[src/rtl/decryption_regfile_mc.sv]
// Multi-channel decryption config bank: select, shadow/active keys,
// sticky lock, status and an idle-gated atomic key commit.
module decryption_regfile_mc #(
  parameter int ADDR_W = 8,
  parameter int REG_W  = 16,
  parameter int NUM_CH = 3,
  parameter int SEL_W  = 2,
  parameter logic [ADDR_W-1:0] KEY_BASE = 8'h10,
  parameter logic [NUM_CH*REG_W-1:0] KEY_RST =
    {16'h2, 16'hFFFF, 16'h0}
) (
  input  logic                    clk,
  input  logic                    rst_n,
  input  logic [ADDR_W-1:0]       addr,
  input  logic                    read,
  input  logic                    write,
  input  logic [REG_W-1:0]        wdata,
  output logic [REG_W-1:0]        rdata,
  output logic                    done,
  output logic                    error,
  input  logic                    cipher_idle,
  output logic [REG_W-1:0]        select,
  output logic [NUM_CH*REG_W-1:0] keys,
  output logic                    keys_updated
);

  localparam logic S_IDLE = 1'b0;
  localparam logic S_PEND = 1'b1;

  localparam logic [ADDR_W-1:0] A_SEL  = ADDR_W'(0);
  localparam logic [ADDR_W-1:0] A_CTRL = ADDR_W'(2);
  localparam logic [ADDR_W-1:0] A_STAT = ADDR_W'(4);

  logic [REG_W-1:0]        rdata_q, rdata_d;
  logic                    done_q, done_d;
  logic                    error_q, error_d;
  logic [SEL_W-1:0]        sel_q, sel_d;
  logic [NUM_CH*REG_W-1:0] shadow_q, shadow_d;
  logic [NUM_CH*REG_W-1:0] active_q, active_d;
  logic                    lock_q, lock_d;
  logic                    state_q, state_d;
  logic                    upd_q, upd_d;

  logic             is_sel, is_ctrl, is_stat;
  logic             key_hit;
  logic [3:0]       key_idx;
  logic             acc, err, wr_ok;
  logic             commit_req, apply;
  logic [REG_W-1:0] rd_val;

  always_comb begin
    is_sel  = (addr == A_SEL);
    is_ctrl = (addr == A_CTRL);
    is_stat = (addr == A_STAT);
    key_hit = 1'b0;
    key_idx = '0;
    for (int i = 0; i < NUM_CH; i++) begin
      if (addr == KEY_BASE + ADDR_W'(2 * i)) begin
        key_hit = 1'b1;
        key_idx = 4'(i);
      end
    end

    acc   = read | write;
    err   = acc & (~(is_sel | is_ctrl | is_stat | key_hit)
                   | (write & (is_stat | lock_q)));
    wr_ok = write & ~err;

    rd_val = '0;
    unique case (1'b1)
      is_sel:  rd_val = REG_W'(sel_q);
      is_ctrl: rd_val = REG_W'(lock_q);
      is_stat: rd_val = REG_W'({lock_q, state_q == S_PEND});
      key_hit: rd_val = shadow_q[key_idx*REG_W +: REG_W];
      default: rd_val = '0;
    endcase

    sel_d    = sel_q;
    shadow_d = shadow_q;
    if (wr_ok && is_sel)
      sel_d = wdata[SEL_W-1:0];
    for (int i = 0; i < NUM_CH; i++) begin
      if (wr_ok && key_hit && key_idx == 4'(i))
        shadow_d[i*REG_W +: REG_W] = wdata;
    end

    lock_d     = lock_q | (wr_ok & is_ctrl & wdata[0]);
    commit_req = wr_ok & is_ctrl & wdata[1];

    // Apply sees this edge's key write: copy from shadow_d.
    apply    = (state_q == S_PEND) & cipher_idle;
    active_d = apply ? shadow_d : active_q;
    upd_d    = apply;
    state_d  = state_q;
    if (apply)
      state_d = S_IDLE;
    else if (commit_req)
      state_d = S_PEND;

    rdata_d = (read & ~err) ? rd_val : '0;
    done_d  = acc;
    error_d = err;
  end

  always_ff @(posedge clk) begin
    if (!rst_n) begin
      rdata_q  <= '0;
      done_q   <= 1'b1;
      error_q  <= 1'b0;
      sel_q    <= '0;
      shadow_q <= KEY_RST;
      active_q <= KEY_RST;
      lock_q   <= 1'b0;
      state_q  <= S_IDLE;
      upd_q    <= 1'b0;
    end else begin
      rdata_q  <= rdata_d;
      done_q   <= done_d;
      error_q  <= error_d;
      sel_q    <= sel_d;
      shadow_q <= shadow_d;
      active_q <= active_d;
      lock_q   <= lock_d;
      state_q  <= state_d;
      upd_q    <= upd_d;
    end
  end

  assign rdata        = rdata_q;
  assign done         = done_q;
  assign error        = error_q;
  assign select       = REG_W'(sel_q);
  assign keys         = active_q;
  assign keys_updated = upd_q;

endmodule
[config.mk]
export PLATFORM = sky130hd
export DESIGN_NAME = decryption_regfile_mc
export DESIGN_NICKNAME = d
export VERILOG_FILES = /design/src/rtl/decryption_regfile_mc.sv
export SDC_FILE = /design/constraint.sdc
export NUM_CORES = 1
export LEC_CHECK = 0
export ABC_CLOCK_PERIOD_IN_PS = 2350
export CORE_MARGIN = 2
export CORE_UTILIZATION = 49
export CTS_CLUSTER_SIZE = 12
export DETAILED_ROUTE_END_ITERATION = 10
export PLACE_DENSITY = 0.91
export SYNTH_ARGS = -nofsm -noshare
export SYNTH_HDL_FRONTEND = slang
export SYNTH_SLANG_ARGS = --single-unit
[constraint.sdc]
create_clock -name clk -period 2.35 [get_ports clk]
set_input_delay 0.3525 -clock clk [delete_from_list [all_inputs] [get_ports clk]]
set_output_delay 0.3525 -clock clk [all_outputs]
set_load 0.01 [all_outputs]
==> metrics.yaml <==
timing:
  finalWorstSetupSlack_ns: 0.2923
  setup_tns_ns: 0
  whs_ns: 0.4536
  rsz0062_at_grt: "no"
  hold_viol: 0
  worst_pin_slew_ns: 0.6306
  setup_violations: 0
  finalCritPeriodShare_pct: 87.56
  slew_headroom_pct: 57.86
  skew_ns: 0.005242
  fmax_mhz: 486.0
  drv_slew: 0
  min_period_ns: 2.058
floorplanning:
  design.die.area_um2: 10020
  fp.dieH_um: 100.1
  fp.coreArea_um2: 9109
  rows: 35
  die_w_um: 100.1
  initial_utilization_pct: 49.70
  io_pins: 112
drt:
  dr.first_iter.drc_count: 332
  vias: 3794
  detail_route.wl_per_cell_um: 18.73
  dr.pass1.iters: 4
  drt_wl_total_um: 12890
  vias_per_cell: 5.515
  drc: 0
  ant_nets: 0
critical_path:
  crit_path_max_incr_delay_ns: 0.55
  required_ns: 2.71
  cpMaxStageDelayCell: "clkdlybuf4s50_1"
  crit_buf_inv: 2
  path_class: "in2reg"
  path_cells: "clkdlybuf4s50_1 > nor4_1 > and4_1 > buf_12 > mux2i_1 > o21ai_0"
  critPathTopFamily: "simple AND/OR/NAND/NOR gates"
  crit_arrival_ns: 2.42
  worstSetupStartpointType: "input pin"
  crit_path_end_kind: "flip-flop"
  path_max_fanout: 16
synthesis:
  synth_ff_type: "dfxtp_1"
  syn_area_per_cell_um2: 9.971
  synthArstFlopShare_pct: 0
  synth-edff-count: 0
  synth_most_common_cell: "dfxtp_1"
  yosys_warnings: 0
  synth_area_um2: 4527
  yosysTopAreaCell: "dfxtp_1"
  yosys-top-cells-count: "dfxtp_1, mux2i_1, nand2_1, nor2b_1, nor2_1"
  ys_seq_elements: 119
  synth_cells: 454
  synth_top_area_share_pct: 52.63
  synth_area_leaders: "dfxtp_1, mux2i_1, nor2b_1, nand2_1, o21ai_0"
  synth_cell_types: 37
  yosysSeqAreaShare_pct: 52.63
pwr:
  ir_drop_mv: 0.4538
  powerDensity_nw_per_um2: 765.8
  finalPower_w: 0.004751
  leakage_nw: 2.306
cells_and_area:
  nNetsFinal: 593
  syn_to_final_growth_pct: 37.06
  drive_gt1_share_pct: 10.23
  antenna_cells: 0
  final_area_um2: 6205
  fill_cells: 647
placement:
  portBuffers: 97
  pre_cts_ws_ns: -0.09958
  place.gp.congestion: 0.9195
  dp_hpwl_um: 8513
  placed_area_um2: 5624
cts:
  cts_max_path_buffers: 2
  cts_sinks: 119
  htree_levels: 4
  numCtsBuffers: 17
  cts_resized: 0
  cts.hold.buffers_added: 0
  clkLatencyLatePin_ns: 0.51
  cts_root_buf: "clkbuf_8"
  cts_setup_buffers: 0
  path_clk_slew_ns: 0.06
  cts_tree: "yes"
grt:
  antenna_found_initial: 0
  grt_start_max_net_pins: 47
  gr-total-overflow: 0
  grt_pass1_wl_um: 20150
  grt_pass1_vias: 3837
  grt_usage_pct: 26.40
outcome:
  outcome: "complete, no violations"
job:
  max_cap_violations: 0
hold_path:
  hold_path_class: "reg2reg"
registers in the layout, indices dropped and copies added (netlist names):
signal / count
keys_updated: 1
error: 1
shadow_q: 48
sel_q: 2
rdata: 16
done: 1
state_q: 1
keys: 48
lock_q: 1
layer usage:
layer / share of wire (%) / vias up / global-route usage [%]
li1: - / 1761 / -
met4: 2.1 / 0 / 11.49
met2: 48 / 188 / 42.05
met3: 7.6 / 29 / 6.616
met5: 0 / - / 0
met1: 43 / 1816 / 34.19
per-stage QoR:
step / instances / util (%)
2_1_floorplan: 467 / -
3_3_place_gp: 656 / 61.74
3_5_place_dp: 656 / 61.74
4_1_cts: 688 / 68.12
5_1_grt: 688 / 68.12
6_report: 688 / 68.12
report_power, final:
part,internal [W],switching (W)
Sequential,0.00202,0.00000121
Combinational,0.0000931,0.000110
Clock,0.00153,0.000993
Total,0.00365,0.00111
layout make-up:
cell class | instances | area [µm²] | share of cell area (%)
sequential | 119 | 2382 | 38.39
clock inverter | 15 | 166.4 | 2.682
multi-input combinational | 303 | 1911 | 30.79
clock buffer | 17 | 414.1 | 6.675
tap | 111 | 138.9 | 2.238
timing repair buffer | 120 | 1181 | 19.04
inverter | 3 | 11.26 | 0.1815
final timing paths:
kind              slack (ns)  startpoint        to  depth (start not counted)
setup / recovery        0.29     addr[1]  keys[15]                          6
hold / removal          0.45    keys[12]  keys[12]                          2
setup reg to reg        0.58      lock_q  keys[29]                          5
hold reg to reg         0.45    keys[12]  keys[12]                          2
placed cells by master (no fill, tap or decap), drive strengths merged, types with 2 or more instances in the layout:
master / Yosys / final
and2: 2 / 2
nor2b: 36 / 36
o21ai: 32 / 32
nand4: 3 / 3
nor4: 2 / 2
and4: 2 / 2
conb: 1 / 14
a22oi: 14 / 14
clkinvlp: 0 / 2
a21oi: 20 / 20
nand2: 55 / 55
clkbuf: 19 / 17
dfxtp: 119 / 119
a2bb2oi: 15 / 15
clkdlybuf4s50: 0 / 97
nor4b: 2 / 2
inv: 2 / 9
mux2i: 55 / 55
clkinv: 1 / 5
nor2: 35 / 35
nand3: 3 / 3
bufinv: 0 / 2
buf: 23 / 23
worst min-delay path, stage by stage (launching register included):
cell and delay (ns):
dfxtp_1 0.32, nand2_1 0.05, o21ai_0 0.05
logic make-up (layout without fill, tap and decap cells):
group                     after synthesis  count (layout)  share of synthesized area (%)
AOI/OAI and AO/OA                      88              88                          12.27
xor gates and xnor gates                1               1                         0.1935
buffers and inverters                  45             155                          6.247
DFF                                   119             119                          52.63
muxes                                  55              55                          12.16
other                                   1              14                        0.08284
and+or+nand+nor                       145             145                          16.42
Power figures use the tool's default switching activity.
